### config.mk
export PLATFORM = sky130hd
export DESIGN_NAME = nibble_sum_accum
export DESIGN_NICKNAME = d
export VERILOG_FILES = /design/src/rtl/nibble_sum_accum.sv
export SDC_FILE = /design/constraint.sdc
export NUM_CORES = 1
export LEC_CHECK = 0
export BUFFER_PORTS_ARGS = -buffer_cell sky130_fd_sc_hd__buf_4
export CAP_MARGIN = 20
export CORE_ASPECT_RATIO = 1.2
export CORE_MARGIN = 5
export CORE_UTILIZATION = 30
export CTS_BUF_LIST = sky130_fd_sc_hd__clkbuf_4 sky130_fd_sc_hd__clkbuf_8
export DETAILED_ROUTE_END_ITERATION = 7
export PLACE_DENSITY = 0.55
export RECOVER_POWER = 100
export SKIP_CTS_REPAIR_TIMING = 1
export SYNTH_ARGS = -nofsm -noshare
export SYNTH_HDL_FRONTEND = slang
export SYNTH_SLANG_ARGS = --single-unit
### constraint.sdc
create_clock -name clk -period 3.9 [get_ports clk]
set_input_delay 0.195 -clock clk [delete_from_list [all_inputs] [get_ports clk]]
set_output_delay 0.195 -clock clk [all_outputs]
set_load 0.01 [all_outputs]
### src/rtl/nibble_sum_accum.sv
// Accumulates BLOCK_LEN consecutive nibble sums into a block total and hands the
// total, a sticky overflow flag and a block sequence number downstream.
module nibble_sum_accum #(
  parameter int SUM_W     = 5,
  parameter int ACC_W     = 12,
  parameter int BLOCK_LEN = 4,
  parameter int SATURATE  = 1,
  localparam int FILL_W   = (BLOCK_LEN > 1) ? $clog2(BLOCK_LEN) : 1
) (
  input  logic              clk,
  input  logic              reset,
  input  logic              in_valid,
  input  logic [SUM_W-1:0]  in_sum,
  output logic              in_ready,
  input  logic              clear,
  output logic              out_valid,
  input  logic              out_ready,
  output logic [ACC_W-1:0]  block_total,
  output logic              block_ovf,
  output logic [7:0]        block_seq,
  output logic [FILL_W-1:0] fill_cnt
);

  typedef enum logic {ACCUM, HOLD} state_t;

  localparam logic [FILL_W-1:0] FILL_LAST = FILL_W'(BLOCK_LEN - 1);

  // Returns {overflow, result}; result is clamped or wrapped per SATURATE.
  function automatic logic [ACC_W:0] sat_add(input logic [ACC_W-1:0] a,
                                             input logic [SUM_W-1:0] b);
    logic [ACC_W:0] t;
    t = {1'b0, a} + (ACC_W + 1)'(b);
    if (t[ACC_W] && (SATURATE != 0)) t[ACC_W-1:0] = '1;
    return t;
  endfunction

  state_t             state, state_next;
  logic [ACC_W-1:0]   acc, acc_next;
  logic               ovf, ovf_next;
  logic [FILL_W-1:0]  fill_next;
  logic [ACC_W-1:0]   total_next;
  logic               bovf_next;
  logic [7:0]         seq_next;
  logic               accept, out_ev;
  logic [ACC_W:0]     sum_p0;

  assign out_valid = (state == HOLD);
  assign accept    = in_valid & in_ready;
  assign out_ev    = out_valid & out_ready;
  // In HOLD acc/ovf/fill_cnt are already zero, so the same adder starts the next block.
  assign sum_p0    = sat_add(acc, in_sum);

  always_comb begin
    in_ready = 1'b0;
    if (!reset && !clear) in_ready = (state == ACCUM) ? 1'b1 : out_ready;
  end

  always_comb begin
    state_next = state;
    acc_next   = acc;
    ovf_next   = ovf;
    fill_next  = fill_cnt;
    total_next = block_total;
    bovf_next  = block_ovf;
    seq_next   = block_seq;
    if (clear) begin
      state_next = ACCUM;
      acc_next   = '0;
      ovf_next   = 1'b0;
      fill_next  = '0;
    end else begin
      if (out_ev) begin
        seq_next   = block_seq + 8'd1;
        state_next = ACCUM;
      end
      if (accept) begin
        if (fill_cnt == FILL_LAST) begin
          total_next = sum_p0[ACC_W-1:0];
          bovf_next  = ovf | sum_p0[ACC_W];
          acc_next   = '0;
          ovf_next   = 1'b0;
          fill_next  = '0;
          state_next = HOLD;
        end else begin
          acc_next  = sum_p0[ACC_W-1:0];
          ovf_next  = ovf | sum_p0[ACC_W];
          fill_next = fill_cnt + FILL_W'(1);
        end
      end
    end
  end

  always_ff @(posedge clk) begin
    if (reset) begin
      state       <= ACCUM;
      acc         <= '0;
      ovf         <= 1'b0;
      fill_cnt    <= '0;
      block_total <= '0;
      block_ovf   <= 1'b0;
      block_seq   <= '0;
    end else begin
      state       <= state_next;
      acc         <= acc_next;
      ovf         <= ovf_next;
      fill_cnt    <= fill_next;
      block_total <= total_next;
      block_ovf   <= bovf_next;
      block_seq   <= seq_next;
    end
  end

endmodule

== Word-level counts from Yosys, hierarchy flattened ==
Index checks and enable logic that the tools add are counted.

* Bits in registers: 37
* Input port bits: 10
* Output and inout bits: 25
* Word-level logic and storage cells: 30

* $add $sub $neg: 3
* Equal/unequal tests: 1
* Multiplexer cells: 9
* Bitwise logic cells: 4
* Reduce and logical (&&, ||, !) cells: 6

{| class="wikitable"
|+ Operators by type and width
! cell !! number
|-
| 2-to-1 mux 12 bit || 2
|-
| adder 12 x 5 -> 13 bit || 1
|-
| adder 8 x 1 -> 8 bit (second input constant) || 1
|-
| 2-to-1 mux 1 bit || 6
|-
| AND reduction 3 bit || 1
|-
| adder 2 x 1 -> 2 bit (second input constant) || 1
|-
| bitwise AND 1 bit || 2
|-
| equality test 2 bit (second input constant) || 1
|-
| logical NOT 1 bit || 2
|-
| 2-to-1 mux 2 bit || 1
|-
| AND reduction 2 bit || 1
|-
| OR reduction 2 bit || 1
|-
| logical AND 1 bit || 1
|-
| NOT 1 bit || 1
|-
| bitwise OR 1 bit || 1
|}

== Longest topological paths before layout ==
Gate-level depths: netlist (run 1).

* Depth after elaboration: 5
* Depth in mapped cells: 8
* Depth with buffers taken out: 7

== Least setup slack after synthesis (run 1) ==
No wires, ideal clock.

* Kind: register -> register
* From: reg acc[0]
* To: reg block_total[3]
* Library setup time: 0.133 ns
* Arrival time: 1.783 ns
* Required time: 3.767 ns
* Slack: 1.984 ns
* Cell stages (with the launch flop): 9
* Path buffers: 1
* Clock period less this slack: 1.916 ns
* Path through: dfxtp_1 > ha_1 > fa_1 > a21oi_1 > o21a_1 > nor2_4 > buf_6 > nor3_1 > nor3_1

* Longest elaborated chain between the ends: 2

{| class="wikitable"
|+ RTL lines
! item !! line !! source
|-
| from (decl) || 38 || <nowiki>logic [ACC_W-1:0] acc, acc_next;</nowiki>
|-
| from (signal assigned) || 104 || <nowiki>acc <= acc_next;</nowiki>
|-
| adder 12 x 5 -> 13 bit || 32 || <nowiki>t = {1'b0, a} + (ACC_W + 1)'(b);</nowiki>
|-
| 2-to-1 mux 12 bit || 33 || <nowiki>if (t[ACC_W] && (SATURATE != 0)) t[ACC_W-1:0] = '1;</nowiki>
|-
| to (signal assigned) || 107 || <nowiki>block_total <= total_next;</nowiki>
|-
| to (decl) || 18 || <nowiki>output logic [ACC_W-1:0] block_total,</nowiki>
|}

Every way passes these cells.
A chain may end at the register's enable or synchronous reset.

== Worst setup path after layout (run 1) ==
* From: reg acc[0]
* To: reg block_total[5]

The elaborated chain is that of the path after synthesis.

==> results.ini, run 1 <==
[timing]
period_share=0.613
finClkSkew_ns=0.00540
period_needed_ns=2.39
final_max_slew_viol_count=0
setup_viol=0
max_slew_margin=0.333
whs_ns=0.234
rsz0062_at_grt=false
setup_ws_ns=1.51
max_freq_mhz=418
finalSetupTns_ns=0
tightest_slew_ns=0.996
hold_viol_final=0

[cells_and_area]
nNetsFinal=268
fillCellCount=665
area_growth_pct=14.3
final_common_cell=dfxtp_1
layout-drive-gt1-share=0.120
mostFrequentLayoutCells=37 x dfxtp_1, 29 x nor2_1, 24 x clkbuf_1
antenna_cells=0
postLayoutCoreUtil=0.355

[synth]
syn-num-nets=239
synthFlopType=dfxtp_1
synthCells=221
netlist_area_um2=1890
yosysTopAreaCell=dfxtp_1
ys_warn_count=0
yosysSeqAreaShare=0.391
ys_ff_latch=37
async_reset_ff_frac=0
syn_avg_cell_area_um2=8.57
yosysUniqueCellTypes=48
synth_area_leaders=dfxtp_1 39%, nor2_1 5.6%, nor3_1 5.3%
yosysTopAreaCellShare=0.391
synth-edff-count=0

[placed_design]
io_buffers=34
gp_congestion=0.777
dp_slack_ns=1.83
detailed_place_hpwl_um=3350

[global_route]
grt_usage=0.122
grt-ovfl-total=0
grt_pass1_vias=1624
grt_max_degree=25
grt_pass1_wl_um=7750
antenna_found_initial=0

[floorplan]
fp-row-count=31
initial_core_util=0.311
dieArea_um2=8010
fp.dieH_um=97.0
io_pins=35
core-area_um2=6090
die_width_um=82.5

[critical_path]
ff2ff_path_depth=7
critPathRequiredTime_ns=4.08
cp-end-kind=flop
cp_max_fo=15
cp_data_arrival_time_ns=2.57
regToRegSetupSlack_ns=1.51
startpoint_type=flop
cp_slowest_cell=nor2_1
r2r-end=block_total[5]
critPathKind=flop to flop
crit_path_cell_trace=ha_1 > fa_1 > a21oi_1 > o21a_1 > nor2_1 > nor3_1 > nor4_1
crit_path_max_incr_delay_ns=0.77
timing.rr.start=acc[0]

[routing]
dr.pass1.iters=4
drc=0
antenna_left=0
avgRoutedWirePerCell_um=13.6
avgViaCountPerCell=4.96
drt_iter0_drc=96
wirelength_um=4540
vias=1652

[cts]
htreeDepth=2
cts.reportedPaths.clkPinSlew_ns=0.07
cts_root_buf=clkbuf_8
clk_latency_ns=0.29
cts_tree=yes
cts_inserted_buffers=5
cts.sinks=37
max-clock-path-buffers=2

[worst_hold_path]
min_path_cells=3
min_path_type=primary input to flop
hp-start=clear
hold_path_end=fill_cnt[0]

[power]
powerDensity_nw_per_um2=325
p_leak_uw=0.000807
irDropWorstVdd_mv=0.125

[job]
cap_viol_max_count=0

[status]
status=completed

[synthesized netlist by cell type (3+ instances only)]
| cell | count |
|---|---|
| dfxtp_1 | 37 |
| nor2_1 | 28 |
| nand2_1 | 20 |
| nor3_1 | 20 |
| a21oi_1 | 9 |
| nand3_1 | 8 |
| ha_1 | 7 |
| xor2_1 | 7 |
| buf_2 | 6 |
| o21ai_0 | 6 |
| a211oi_1 | 5 |
| and3_1 | 5 |
| a31oi_1 | 4 |
| mux2i_1 | 4 |
| xnor2_1 | 4 |
| and4_1 | 3 |
| clkbuf_1 | 3 |
| nand4_1 | 3 |
| nor4_1 | 3 |
[per-stage QoR]
stage | total power (uW) | instance area, um2 | cells
after detailed placement | 446 | 2180 | 325
after floorplan | 426 | 1890 | 221
after global routing | 736 | 2160 | 333
final | 703 | 2160 | 333
after CTS | 715 | 2270 | 333
after global placement | 446 | 2180 | 325
[how the worst max path moves through the flow]
stage / from / endpoint / slack, ns / cells after the start
after CTS: acc[0] / acc[7] / 1.84 / 7
after detailed placement: in_sum[0] / acc[7] / 1.83 / 8
after floorplan: acc[0] / block_total[3] / 1.98 / 8
final: acc[0] / block_total[5] / 1.51 / 7
after global routing: acc[0] / block_total[5] / 1.31 / 7
after global placement: in_sum[0] / block_total[3] / 1.84 / 8
[flip-flops by register name, summed over array words and instances (netlist names)]
signal / cells
fill_cnt: 2
block_ovf: 1
acc: 12
block_total: 12
out_valid: 1
block_seq: 8
ovf: 1
[per-layer routing]
layer | up-vias | wire length, um | GRT usage
li1 | 844 | - | -
met1 | 769 | 2020 | 0.156
met2 | 32 | 2220 | 0.196
met3 | 7 | 229 | 0.0251
met4 | 0 | 66 | 0.0465
met5 | - | 0 | 0
[where the power goes]
part | total [uW] | switching (uW) | leakage (uW) | internal [uW]
registers | 382 | 1.72 | 0.000298 | 380
logic | 53.5 | 33.4 | 0.000460 | 20.1
clock network | 268 | 137 | 0.0000484 | 131
total | 703 | 172 | 0.000807 | 531
[final cells by class]
cell class	count	area, um2	area share
multi-input combinational	170	1060	0.490
clock buffer	6	76.3	0.0353
sequential	37	741	0.342
inverter	2	7.51	0.00347
timing repair buffer	34	165	0.0763
tap	82	103	0.0474
clock inverter	2	10.0	0.00463
[kinds of logic (layout without fill, tap and decap cells)]
logic type,Yosys count,count (layout),share of synthesized area
compound gates,40,40,0.147
xor+xnor,11,11,0.0509
fa+ha+maj,8,8,0.0568
buf+inv,14,44,0.0397
flops,37,37,0.391
mux,4,4,0.0212
simple gates,107,107,0.293
[critical path: cells and delay by family (launching register included)]
family                     cells  cell delay (ns)
AOI/OAI and AO/OA              2             0.34
DFF                            1             0.34
and+or+nand+nor                3             1.20
adders and majority gates      2             0.40
Power figures use the tool's default switching activity.
==> inputs of run 2 (changes only) <==
--- a/config.mk
+++ b/config.mk
@@ -5,6 +5,7 @@
 export SDC_FILE = /design/constraint.sdc
 export NUM_CORES = 1
 export LEC_CHECK = 0
+export ABC_AREA = 1
 export BUFFER_PORTS_ARGS = -buffer_cell sky130_fd_sc_hd__buf_4
 export CAP_MARGIN = 20
 export CORE_ASPECT_RATIO = 1.2
@@ -12,7 +13,7 @@
 export CORE_UTILIZATION = 30
 export CTS_BUF_LIST = sky130_fd_sc_hd__clkbuf_4 sky130_fd_sc_hd__clkbuf_8
 export DETAILED_ROUTE_END_ITERATION = 7
-export PLACE_DENSITY = 0.55
+export PLACE_DENSITY = 0.57
 export RECOVER_POWER = 100
 export SKIP_CTS_REPAIR_TIMING = 1
 export SYNTH_ARGS = -nofsm -noshare
==> constraint.sdc (replaced) <==
create_clock -name clk -period 1.9 [get_ports clk]
set_input_delay 0.095 -clock clk [delete_from_list [all_inputs] [get_ports clk]]
set_output_delay 0.095 -clock clk [all_outputs]
set_load 0.01 [all_outputs]
==> results.ini, run 2 <==
[status]
status=completed

[floorplan]
fp.dieH_um=99.8  ; +2.9%
core-area_um2=6490  ; +6.5%
fp-row-count=32  ; +3.2%
initial_core_util=0.311  ; about the same
dieArea_um2=8460  ; +5.7%
die_width_um=84.8  ; +2.8%
io_pins=35  ; unchanged

[cells_and_area]
mostFrequentLayoutCells=69 x nand2_1, 40 x inv_1, 38 x nor2_1
antenna_cells=0  ; unchanged
post-route-cell-area_um2=2520  ; +16%
nNetsFinal=364  ; +36%
layout-drive-gt1-share=0.167  ; +0.0476
final_common_cell=nand2_1
fin_cells=432  ; +30%
reg_top3=acc x12, block_total x12, block_seq x8
fillCellCount=717  ; +7.8%
area_growth_pct=24.8

[critical_path]
cpMostUsedCell=nand2_2
cp_max_fo=4  ; -11
crit_path_cell_trace=ha_4 > fa_2 > nand2_2 > nand3_2 > nand2_2 > nor2_2 > nor2_4 > buf_6 > nand3_4 > o21ai_2 > inv_1
cp_data_arrival_time_ns=2.02  ; -0.55 ns
startpoint_type=flop
crit_family=adder cells
critPathRequiredTime_ns=2.09  ; -1.99 ns
cp-end-kind=flop
crit_path_max_incr_delay_ns=0.39  ; -0.38 ns
cp_slowest_cell=fa_2
critPathBufInv=2  ; +2
critPathKind=flop to flop

[timing]
max_freq_mhz=548  ; +31%
setup_ws_ns=0.0741  ; -1.44 ns
rsz0062_at_grt=true
max_slew_margin=0.691  ; +0.358
period_needed_ns=1.83  ; -0.564 ns
setup_viol=0  ; unchanged
finClkSkew_ns=0.00861  ; +0.00322 ns
final_max_slew_viol_count=0  ; unchanged
tightest_slew_ns=0.460  ; -0.536 ns
hold_viol_final=0  ; unchanged
whs_ns=0.0669  ; -0.167 ns
period_share=0.961  ; +0.348
finalSetupTns_ns=0  ; unchanged

[synth]
yosysTopAreaCell=dfxtp_1
synthFlopType=dfxtp_1
synth-edff-count=0  ; unchanged
ys_warn_count=0  ; unchanged
syn-num-nets=319  ; +33%
ys_ff_latch=37  ; unchanged
yosysUniqueCellTypes=32  ; -33%
yosysTopAreaCellShare=0.367  ; -0.0238
netlist_area_um2=2020  ; +6.5%
async_reset_ff_frac=0  ; unchanged
syn_avg_cell_area_um2=6.70  ; -22%
synthCells=301  ; +36%
yosysMostFrequentCell=nand2_1
synth_area_leaders=dfxtp_1 37%, nand2_1 13%, nor2_1 8.0%
synth_commonest_cells=71 x nand2_1, 43 x nor2_1, 40 x inv_1, 37 x dfxtp_1, 32 x nand3_1
yosysSeqAreaShare=0.367  ; -0.0238

[routing]
wirelength_um=4990  ; +10%
antenna_left=0  ; unchanged
avgViaCountPerCell=4.52  ; -8.8%
highest_layer=met4
vias=1954  ; +18%
wl_met2_um=2530  ; +14%
met3WireLength_um=205  ; -10%
drt_iter0_drc=67  ; -30%
drc=0  ; unchanged
dr.pass1.iters=4  ; unchanged
wl_met1_um=2210  ; +9.8%
avgRoutedWirePerCell_um=11.6  ; -15%

[cts]
cts.sinks=37  ; unchanged
htreeDepth=2  ; unchanged
clk_latency_ns=0.29  ; about the same
cts.reportedPaths.clkPinSlew_ns=0.08  ; about the same
cts_tree=yes
cts_inserted_buffers=5  ; unchanged
max-clock-path-buffers=2  ; unchanged
cts_root_buf=clkbuf_8

[global_route]
grt_pass1_wl_um=8410  ; +8.6%
grt_max_degree=16  ; -36%
antenna_found_initial=0  ; unchanged
grt_usage=0.120  ; -0.00141
grt_pass1_vias=1853  ; +14%
grt-ovfl-total=0  ; unchanged

[power]
p_leak_uw=0.00115  ; +42%
irDropWorstVdd_mv=0.239  ; +91%
powerDensity_nw_per_um2=565  ; +74%

[placed_design]
io_buffers=34  ; unchanged
detailed_place_hpwl_um=3870  ; +15%
gp_congestion=0.876  ; +13%
placed_cells=422  ; +30%
place_area_um2=2390  ; +9.7%
dp_slack_ns=0.0421  ; -1.79 ns

[job]
cap_viol_max_count=0  ; unchanged

[worst_hold_path]
min_path_type=primary input to flop

[run 2: layout make-up]
type / count / area [um2] / share of cell area
Clock buffer: 5 / 68.8 / 0.0273
Clock inverter: 3 / 17.5 / 0.00696
Inverter: 44 / 175 / 0.0696
Multi-Input combinational cell: 212 / 1140 / 0.455
Sequential cell: 37 / 742 / 0.295
Tap cell: 85 / 106 / 0.0423
Timing Repair Buffer: 46 / 263 / 0.104
[run 2: routing by layer]
layer	vias to the layer above	GRT usage
met5	-	0
met4	0	0.0402
met3	5	0.0287
met2	34	0.220
met1	867	0.136
li1	1048	-
[run 2: worst reg2reg max path, cell delays in order (launching register included)]
cell	delay, ns
dfxtp_2	0.34
ha_4	0.16
fa_2	0.39
nand2_2	0.08
nand3_2	0.07
nand2_2	0.09
nor2_2	0.05
nor2_4	0.15
buf_6	0.16
nand3_4	0.08
o21ai_2	0.13
inv_1	0.04
[run 2: logic make-up (layout without fill, tap and decap cells)]
| logic type | after synthesis | count (layout) | synth area share |
|---|---|---|---|
| DFF | 37 | 37 | 0.367 |
| buffers and inverters | 52 | 98 | 0.115 |
| AOI/OAI and AO/OA | 42 | 42 | 0.110 |
| xor gates and xnor gates | 1 | 1 | 0.00435 |
| adders and majority gates | 8 | 8 | 0.0534 |
| and+or+nand+nor | 161 | 161 | 0.349 |
[run 2: final timing paths]
| check | from | end | slack [ns] | depth (start not counted) |
|---|---|---|---|---|
| worst max register to register | acc[0] | block_total[4] | 0.07 | 11 |
| worst max-delay path | acc[0] | block_total[4] | 0.07 | 11 |
| worst min-delay path | reset | block_seq[2] | 0.07 | 2 |
| worst min register to register | block_seq[7] | block_seq[7] | 0.47 | 2 |
[run 2: power by group]
part           switching [uW]  leakage, uW  internal, uW
clock network             283    0.0000439           253
logic                    64.9     0.000807          42.3
registers                1.79     0.000299           777
total                     349      0.00115          1070
[run 2: through the flow]
step / utilization / power (uW)
detailed placement: 0.369 / 901
floorplan: - / 861
finish: 0.388 / 1420
CTS: 0.383 / 1450
global placement: 0.369 / 901
global route: 0.388 / 1500
